===== config.mk =====
export PLATFORM = sky130hd
export DESIGN_NAME = hpdl_write_scheduler
export DESIGN_NICKNAME = d
export VERILOG_FILES = /design/src/rtl/hpdl_pkg.sv /design/src/rtl/hpdl_rr_pick.sv /design/src/rtl/hpdl_write_scheduler.sv
export SDC_FILE = /design/constraint.sdc
export NUM_CORES = 1
export LEC_CHECK = 0
export CORE_MARGIN = 2
export CORE_UTILIZATION = 35
export DETAILED_ROUTE_END_ITERATION = 12
export MAX_ROUTING_LAYER = met4
export RECOVER_POWER = 25
export SYNTH_ARGS = -nofsm -noshare
export SYNTH_HDL_FRONTEND = slang
export SYNTH_SLANG_ARGS = --single-unit

===== constraint.sdc =====
create_clock -name CLK_i -period 4.8 [get_ports CLK_i]
set_clock_uncertainty 0.15 [all_clocks]
set_input_delay 0.96 -clock CLK_i [delete_from_list [all_inputs] [get_ports CLK_i]]
set_output_delay 0.96 -clock CLK_i [all_outputs]
set_load 0.03 [all_outputs]

===== src/rtl/hpdl_pkg.sv =====
// Shared constants and state encoding for the HPDL display write scheduler.
package hpdl_pkg;

  typedef enum logic [1:0] {
    ST_IDLE,
    ST_SETUP,
    ST_STROBE,
    ST_HOLD
  } hpdl_state_e;

  localparam int unsigned DISPLAY_LENGTH = 16;
  localparam logic [6:0]  SPACE          = 7'h20;
  localparam logic [6:0]  CARET          = 7'h5F;

endpackage


===== src/rtl/hpdl_rr_pick.sv =====
// Round-robin picker: first set request bit searching upward (with wrap) from ptr+1.
module hpdl_rr_pick
  import hpdl_pkg::*;
(
  input  logic [15:0] req,
  input  logic [3:0]  ptr,
  output logic [3:0]  grant,
  output logic        valid
);

  logic [3:0] idx;

  // Scan from the farthest offset to the nearest so the nearest set bit wins.
  always_comb begin
    grant = '0;
    idx   = '0;
    valid = |req;
    for (int unsigned k = 0; k < DISPLAY_LENGTH; k++) begin
      idx = ptr + 4'(DISPLAY_LENGTH - k);
      if (req[idx]) grant = idx;
    end
  end

endmodule


===== src/rtl/hpdl_write_scheduler.sv =====
// Refreshes dirty places of four HPDL-1414 devices with timed setup/strobe/hold bus cycles.
module hpdl_write_scheduler
  import hpdl_pkg::*;
#(
  parameter int unsigned PHASE_CYCLES = 16,
  parameter int unsigned BLINK_LOG2   = 22
) (
  input  logic       CLK_i,
  input  logic       RST_N_i,
  input  logic       i_wr_valid,
  output logic       o_wr_ready,
  input  logic [3:0] i_wr_pos,
  input  logic [6:0] i_wr_char,
  input  logic       i_clear,
  input  logic       i_caret_en,
  input  logic [3:0] i_caret_pos,
  output logic [6:0] HPDL_D,
  output logic [1:0] HPDL_A,
  output logic [3:0] HPDL_WR,
  output logic       o_busy
);

  localparam int unsigned CW      = (PHASE_CYCLES > 1) ? $clog2(PHASE_CYCLES) : 1;
  localparam logic [CW-1:0] PH_LAST = CW'(PHASE_CYCLES - 1);

  hpdl_state_e           state_q, state_d;
  logic [CW-1:0]         ph_cnt_q;
  logic [6:0]            char_q [DISPLAY_LENGTH];
  logic [15:0]           dirty_q, set_mask, clr_mask, dirty_pick;
  logic [3:0]            ptr_q, place_q, grant;
  logic                  pick_valid, touched_q, start, ph_done, hold_exit;
  logic [BLINK_LOG2-1:0] blink_cnt_q;
  logic                  blink_on_q, blink_wrap;
  logic [3:0]            caret_pos_q;
  logic                  caret_en_q, caret_chg, wr_accept;
  logic [3:0]            wr_n_d;
  logic [6:0]            code;

  assign o_wr_ready = RST_N_i & ~i_clear;
  assign wr_accept  = i_wr_valid & o_wr_ready;
  assign blink_wrap = &blink_cnt_q;
  assign caret_chg  = (i_caret_pos != caret_pos_q) | (i_caret_en != caret_en_q);
  assign ph_done    = (ph_cnt_q == PH_LAST);
  assign hold_exit  = (state_q == ST_HOLD) & ph_done;
  assign o_busy     = (state_q != ST_IDLE) | (|dirty_q);

  always_comb begin
    set_mask = '0;
    if (i_clear) set_mask = '1;
    if (wr_accept) set_mask[i_wr_pos] = 1'b1;
    if (blink_wrap && i_caret_en) set_mask[i_caret_pos] = 1'b1;
    if (caret_chg) begin
      set_mask[caret_pos_q] = 1'b1;
      set_mask[i_caret_pos] = 1'b1;
    end
  end

  // The serviced bit is dropped before picking so the next place is chosen on the exit edge.
  always_comb begin
    clr_mask = '0;
    if (hold_exit && !touched_q) clr_mask[place_q] = 1'b1;
    dirty_pick = dirty_q & ~clr_mask;
  end

  hpdl_rr_pick u_pick (
    .req   (dirty_pick),
    .ptr   (ptr_q),
    .grant (grant),
    .valid (pick_valid)
  );

  assign code = (i_caret_en && (grant == i_caret_pos) && blink_on_q) ? CARET : char_q[grant];

  always_comb begin
    state_d = state_q;
    start   = 1'b0;
    unique case (state_q)
      ST_IDLE:   if (pick_valid) begin state_d = ST_SETUP; start = 1'b1; end
      ST_SETUP:  if (ph_done) state_d = ST_STROBE;
      ST_STROBE: if (ph_done) state_d = ST_HOLD;
      ST_HOLD:
        if (ph_done) begin
          if (pick_valid) begin state_d = ST_SETUP; start = 1'b1; end
          else state_d = ST_IDLE;
        end
      default:   state_d = ST_IDLE;
    endcase
    wr_n_d = '1;
    if (state_d == ST_STROBE) wr_n_d[place_q[3:2]] = 1'b0;
  end

  always_ff @(posedge CLK_i) begin
    if (!RST_N_i) begin
      state_q     <= ST_IDLE;
      ph_cnt_q    <= '0;
      HPDL_WR     <= '1;
      HPDL_D      <= '0;
      HPDL_A      <= '0;
      for (int unsigned i = 0; i < DISPLAY_LENGTH; i++) char_q[i] <= SPACE;
      dirty_q     <= '1;
      blink_cnt_q <= '0;
      blink_on_q  <= 1'b0;
      ptr_q       <= 4'hF;
      place_q     <= '0;
      touched_q   <= 1'b0;
      caret_pos_q <= i_caret_pos;
      caret_en_q  <= i_caret_en;
    end else begin
      state_q  <= state_d;
      ph_cnt_q <= (state_d != state_q) ? '0 : ph_cnt_q + CW'(1);
      HPDL_WR  <= wr_n_d;
      if (start) begin
        place_q   <= grant;
        ptr_q     <= grant;
        HPDL_D    <= code;
        HPDL_A    <= ~grant[1:0];
        touched_q <= set_mask[grant];
      end else begin
        touched_q <= touched_q | set_mask[place_q];
      end
      if (i_clear) begin
        for (int unsigned i = 0; i < DISPLAY_LENGTH; i++) char_q[i] <= SPACE;
      end else if (wr_accept) begin
        char_q[i_wr_pos] <= i_wr_char;
      end
      dirty_q     <= dirty_pick | set_mask;
      blink_cnt_q <= blink_cnt_q + BLINK_LOG2'(1);
      if (blink_wrap) blink_on_q <= ~blink_on_q;
      caret_pos_q <= i_caret_pos;
      caret_en_q  <= i_caret_en;
    end
  end

endmodule

==> metrics.cfg, run 1 <==
[status]
status=complete, but fails checks
failed_checks=max-capacitance violations, max-slew violations

[synth]
synth_async_sr_flop_share_pct=0
yosysSeqAreaShare_pct=37.4
synth_cell_type_count=99
netlist_area_um2=12800
ys_ff_latch=184
syn_inst=1290
synth-edff-count=112
syn_nets=1324
yosys_warnings=0
synth_flop_cell=edfxtp_1
avgSynthCellArea_um2=9.95

[hold_path]
hold_path.class=reg -> reg

[setup_path]
r2r_slack_ns=0.09
crit_type=reg -> reg
cp-end-kind=flip-flop
cp.required_ns=4.97
cp_max_fo=21
critPathArrivalTime_ns=4.88
startpoint_type=flip-flop

[power]
clkPwrFrac_pct=12.0
switchingPower_mw=5.37
netSwitchingFraction_pct=47.0
ir_worst_vdd_v=0.000474
pwr-share-comb_pct=71.3
power_leakage_nw=5.70
internal_power_mw=6.06
sequentialPowerShare_pct=16.7
cellPowerDensity_nw_per_um2=737

[sta]
setup_tns_ns=0
maxSlewViolCount=34
hold_viol=0
setup_viol=0
rsz0062_at_grt=true
worst_slew_pin_slew_ns=1.54
finalCritPeriodShare_pct=98.0
slew_headroom_pct=-2.96
post-route-min-period_ns=4.71
clock.fmax_ghz=0.213
fin_ws_ns=0.0947

[global_routing]
grt_first_pass_wirelength_mm=67.6
grt_antenna_before_repair=0
grt_remaining_overflow=0
grt_max_degree=34
grt_usage_pct=23.9
grt_pass1_vias=11100

[clock_network]
clock_path_buffers=2
cts_hold_buf=0
clk_pin_slew_worst_paths_ns=0.07
cts_buffers=17
clock_sinks=184
cts_root_buf=clkbuf_16
htreeDepth=4
clk_latency_ns=0.43
cts_tree=done

[routing]
ant_nets=0
vias=11500
drc=0
routedWlPerCell_um=23.1
wl_mm=44.4
dr.pass1.iters=7
drtIter0Drc=1126
vias_per_cell=5.95

[placed_design]
place_ws_ns=-0.212
io_buffers=34
gp_congestion=0.956
dp_hpwl_mm=34.2

[floorplanning]
dieHeight_um=195
rows=70
die_x_um=195
start_util_pct=35.3
coreArea_um2=36300
ioPinCount=35
dieArea_um2=38200

[cells_and_area]
area_growth_pct=20.9
layout_common_cells=172 x buf_4, 112 x edfxtp_1, 94 x nor2_1
seq_area_um2=4810
fin_util_pct=42.7
antenna_cells=0
drive_above_1_share_pct=24.3
fin_nets=1479
multi_input_area_um2=7670
fillers=3513
final_common_cell=buf_4

[job]
maxCapViolCount=1

-- critical path, stage by stage, from the launching register on --
cell and delay, ns:
dfxtp_1 0.36, ha_2 0.27, nand3_4 0.20, buf_4 0.25, o311a_1 0.40, o41ai_1 0.32, or4_1 0.19, o31a_1 0.22
o2111ai_1 0.19, a2111o_1 0.44, o2111a_2 0.30, nor2_4 0.18, buf_12 0.21, mux2i_2 0.25, mux2i_1 0.12, mux2_2 0.30
o211a_1 0.21
-- layout make-up --
type,count,area share [%]
clock inverter,12,0.814
multi-input combinational,998,49.4
tap,468,3.77
sequential,184,31.0
timing repair buffer,226,11.7
clock buffer,20,2.88
inverter,18,0.460
-- worst paths after layout --
kind,start,to,cells after the start
min reg2reg,blink_cnt_q[0],blink_cnt_q[0],1
min,blink_cnt_q[0],blink_cnt_q[0],1
max reg2reg,ph_cnt_q[0],HPDL_D[6],16
max,ph_cnt_q[0],HPDL_D[6],16
-- state kept, by name, indices dropped and copies added, names as in the netlist --
signal and cells:
blink_on_q 1, ptr_q 4, HPDL_A 2, caret_pos_q 4, state_q 2, blink_cnt_q 22, HPDL_D 7, ph_cnt_q 4
char_q 112, touched_q 1, place_q 4, dirty_q 16, HPDL_WR 4, caret_en_q 1
-- power by group through the flow --
stage	combinational (mW)	sequential [mW]	clock [mW]
floorplan	5.13	1.94	0
global placement	7.80	1.94	0
detailed placement	7.84	1.94	0
CTS	7.95	1.90	1.39
global route	8.64	1.92	1.45
finish	8.15	1.91	1.37
-- layer usage --
layer  up-vias  part of all wire (%)  routed length (um)  global-route usage, %
met4         0                   2.7                1200                   6.53
met3        80                   6.1                2730                   2.64
li1       5245                     -                   -                      -
met2       472                    49               21700                   40.0
met5         -                     0                   0                      -
met1      5662                    42               18800                   30.8
-- synthesized netlist by cell type (13+ instances only) --
cell type / number / area share (%)
a31oi_1: 14 / 0.68
inv_1: 17 / 0.50
and2_1: 102 / 5.0
nand2b_1: 22 / 1.1
clkbuf_1: 49 / 1.4
or3_1: 18 / 0.88
o22ai_1: 27 / 1.3
nand4_1: 21 / 1.0
o21ai_0: 51 / 2.0
mux2i_1: 83 / 6.5
mux2_2: 30 / 2.6
o31ai_1: 13 / 0.76
dfxtp_1: 72 / 11
nand2_1: 80 / 2.3
xnor2_1: 21 / 1.4
ha_1: 14 / 1.4
a21oi_1: 46 / 1.8
nand3_1: 57 / 2.2
mux4_2: 35 / 6.1
o211ai_1: 21 / 1.2
edfxtp_1: 112 / 26
nor2_1: 94 / 2.7
a211oi_1: 14 / 0.82
xor2_1: 23 / 1.6
nor3_1: 21 / 0.82
buf_2: 20 / 0.78
o31a_1: 14 / 0.96
-- kinds of logic (layout without fill, tap and decap cells) --
| group | Yosys count | in the layout | synth area share [%] |
|---|---|---|---|
| adders and majority gates | 14 | 14 | 1.37 |
| xor gates and xnor gates | 45 | 45 | 3.13 |
| muxes | 154 | 154 | 15.9 |
| DFF | 184 | 184 | 37.4 |
| buffers and inverters | 109 | 276 | 4.10 |
| AOI/OAI and AO/OA | 314 | 314 | 18.5 |
| and+or+nand+nor | 470 | 471 | 19.6 |
-- through the flow --
step	hold slack [ns]	cell area, um2	cells	total power, mW
finish	0.306	15500	1926	11.4
global route	0.327	15500	1926	12.0
CTS	0.316	15400	1920	11.2
detailed placement	0.300	14800	1887	9.78
global placement	0.281	14800	1887	9.74
floorplan	0.268	12900	1290	7.06
-- repair_timing --
action	in CTS	in global routing
pin swaps	1	3
buffers inserted	1	5
cloned	0	1
resized for setup	7	30
setup endpoints to repair	8	11
(Power assumes the default switching activity.)
==> inputs of run 2 (changes only) <==
- CORE_MARGIN: 2 -> not set
==> run 2 against run 1 <==
The run now ends clean. Clock power about the same. Hold slack got worse by 0.0098 ns. Final area is 2.8% higher. Wire length increased by 3.4%. Cell count is 0.67% higher. Count of clock-buffer cells in the layout decreased by 1. Critical path type unchanged. Critical endpoint is now HPDL_D[3].
==> metrics.cfg, run 2 (synthesized netlist as in run 1, its figures left out) <==
[status]
status=finished, final reports clean  ; was complete, but fails checks

[cells_and_area]
drive_above_1_share_pct=27.0  ; was 24.3%
fin_util_pct=44.5  ; was 42.7%
fin_nets=1499  ; was 1,479
largest-register=char_q  ; unchanged
fillers=3375  ; was 3,513
final_common_cell=buf_4  ; unchanged
final_cells=1939  ; was 1,926
seq_area_um2=4810  ; about the same
largest_reg_flops=112  ; unchanged
design_area_um2=15900  ; was 15,500 um2
layout_common_cells=182 x buf_4, 112 x edfxtp_1, 98 x and2_1  ; was 172 x buf_4, 112 x edfxtp_1, 94 x nor2_1
antenna_cells=0  ; unchanged
multi_input_area_um2=7860  ; was 7670 um2
area_growth_pct=24.3  ; was 20.9%
reg_top3=char_q x112, blink_cnt_q x22, dirty_q x16  ; unchanged

[routing]
vias=11600  ; was 11,500
wl_mm=45.9  ; was 44.4 mm
dr.pass1.iters=5  ; was 7
routedWlPerCell_um=23.7  ; was 23.1 um
ant_nets=0  ; unchanged
drtIter0Drc=1309  ; was 1,126
drc=0  ; unchanged
vias_per_cell=5.96  ; was 5.95

[hold_path]
whs_path_depth=1  ; unchanged
min_delay_worst_endpoint=blink_cnt_q[0]  ; unchanged
hold_path.class=reg -> reg  ; unchanged
hold_path_startpoint=blink_cnt_q[0]  ; unchanged

[power]
power_leakage_nw=5.84  ; was 5.70 nW
internal_power_mw=6.39  ; was 6.06 mW
pwr-share-comb_pct=72.5  ; was 71.3%
clkPwrFrac_pct=11.3  ; was 12.0%
cellPowerDensity_nw_per_um2=750  ; was 737 nW/um2
ir_worst_vdd_v=0.000510  ; was 0.000474 V
p_total_mw=12.0  ; was 11.4 mW
netSwitchingFraction_pct=46.6  ; was 47.0%
sequentialPowerShare_pct=16.2  ; was 16.7%
switchingPower_mw=5.57  ; was 5.37 mW

[clock_network]
clock_path_buffers=2  ; unchanged
cts_hold_buf=0  ; unchanged
clock_sinks=184  ; unchanged
cts_tree=done  ; unchanged
cts_root_buf=clkbuf_16  ; unchanged
clk_latency_ns=0.45  ; was 0.43 ns
htreeDepth=4  ; unchanged
cts_buffers=17  ; unchanged
clk_pin_slew_worst_paths_ns=0.07  ; about the same

[sta]
hold_viol=0  ; unchanged
maxSlewViolCount=0  ; was 34
setup_viol=0  ; unchanged
hold-worst-slack_ns=0.296  ; was 0.306 ns
slew_headroom_pct=33.6  ; was -2.96%
finalCritPeriodShare_pct=98.7  ; was 98.0%
fin_ws_ns=0.0612  ; was 0.0947 ns
post-route-min-period_ns=4.74  ; was 4.71 ns
worst_slew_pin_slew_ns=0.986  ; was 1.54 ns
setup_tns_ns=0  ; unchanged
clock.fmax_ghz=0.211  ; was 0.213 GHz
rsz0062_at_grt=true  ; unchanged

[placed_design]
place_area_um2=14900  ; was 14,800 um2
place_ws_ns=-0.0806  ; was -0.212 ns
dp_hpwl_mm=34.7  ; was 34.2 mm
io_buffers=34  ; unchanged
gp_congestion=1.01  ; was 0.956
dp.cells=1888  ; was 1,887

[setup_path]
critPathArrivalTime_ns=4.93  ; was 4.88 ns
reg2regPathDepth=16  ; unchanged
crit_type=reg -> reg  ; unchanged
cp.required_ns=4.99  ; was 4.97 ns
reg2reg_to=HPDL_D[3]  ; was HPDL_D[6]
cp-end-kind=flip-flop  ; unchanged
startpoint_type=flip-flop  ; unchanged
cp_max_fo=7  ; was 21
crit_path_start=touched_q  ; was ph_cnt_q[0]
r2r-start=touched_q  ; was ph_cnt_q[0]
r2r_slack_ns=0.06  ; was 0.09 ns

[global_routing]
grt_first_pass_wirelength_mm=68.6  ; was 67.6 mm
grt_max_degree=44  ; was 34
grt_usage_pct=24.9  ; was 23.9%
grt_antenna_before_repair=0  ; unchanged
grt_pass1_vias=10900  ; was 11,100
grt_remaining_overflow=0  ; unchanged

[floorplanning]
rows=69  ; was 70
coreArea_um2=35800  ; was 36,300 um2
dieHeight_um=193  ; was 195 um
dieArea_um2=37400  ; was 38,200 um2
ioPinCount=35  ; unchanged
die_x_um=193  ; was 195 um
start_util_pct=35.8  ; was 35.3%

[job]
maxCapViolCount=0  ; was 1

run 2: cell type report:
| cell class | instances | share of cell area, % |
|---|---|---|
| multi-input cells | 999 | 49.3 |
| well taps | 461 | 3.62 |
| clock buffers | 19 | 2.72 |
| flip-flops and latches | 184 | 30.2 |
| repair buffers | 245 | 13.0 |
| clock inverters | 13 | 0.753 |
| inverters | 18 | 0.447 |
run 2: power by group through the flow:
stage                     Combinational, mW  Clock [mW]  Sequential [mW]
after detailed placement               7.89           0             1.95
after floorplan                        5.13           0             1.94
after global routing                   9.14        1.43             1.95
after global placement                 7.87           0             1.95
after CTS                              7.92        1.37             1.92
final                                  8.67        1.35             1.94
run 2: worst max path at each step:
stage,endpoint,depth (start not counted)
2_1_floorplan,HPDL_D[1],19
3_3_place_gp,touched_q,15
3_5_place_dp,HPDL_D[3],18
4_1_cts,HPDL_D[6],18
5_1_grt,HPDL_D[3],16
6_report,HPDL_D[3],16
run 2: per-layer routing:
| layer | track usage [%] | up-vias | wire (um) |
|---|---|---|---|
| li1 | - | 5284 | - |
| met1 | 33.2 | 5629 | 20200 |
| met4 | 9.84 | 0 | 1580 |
| met5 | - | - | 0 |
| met2 | 38.1 | 556 | 20900 |
| met3 | 3.47 | 92 | 3250 |
run 2: repair_timing:
item | in CTS | in global routing
resized for setup | 6 | 63
gates cloned | 1 | 3
pin swaps | 0 | 18
setup buffers | 2 | 13
endpoints found under the setup margin | 8 | 9
run 2: critical path, cell delays in order, from the launching register on:
cell	delay [ns]
dfxtp_1	0.54
nand4bb_4	0.27
buf_4	0.15
o31ai_2	0.06
buf_4	0.19
mux4_2	0.48
a221oi_2	0.41
a21oi_1	0.12
a21boi_0	0.16
a2111o_1	0.43
o2111a_2	0.33
nor2_4	0.24
clkbuf_16	0.24
mux2i_2	0.23
mux2i_1	0.13
mux2_2	0.28
o211a_1	0.20
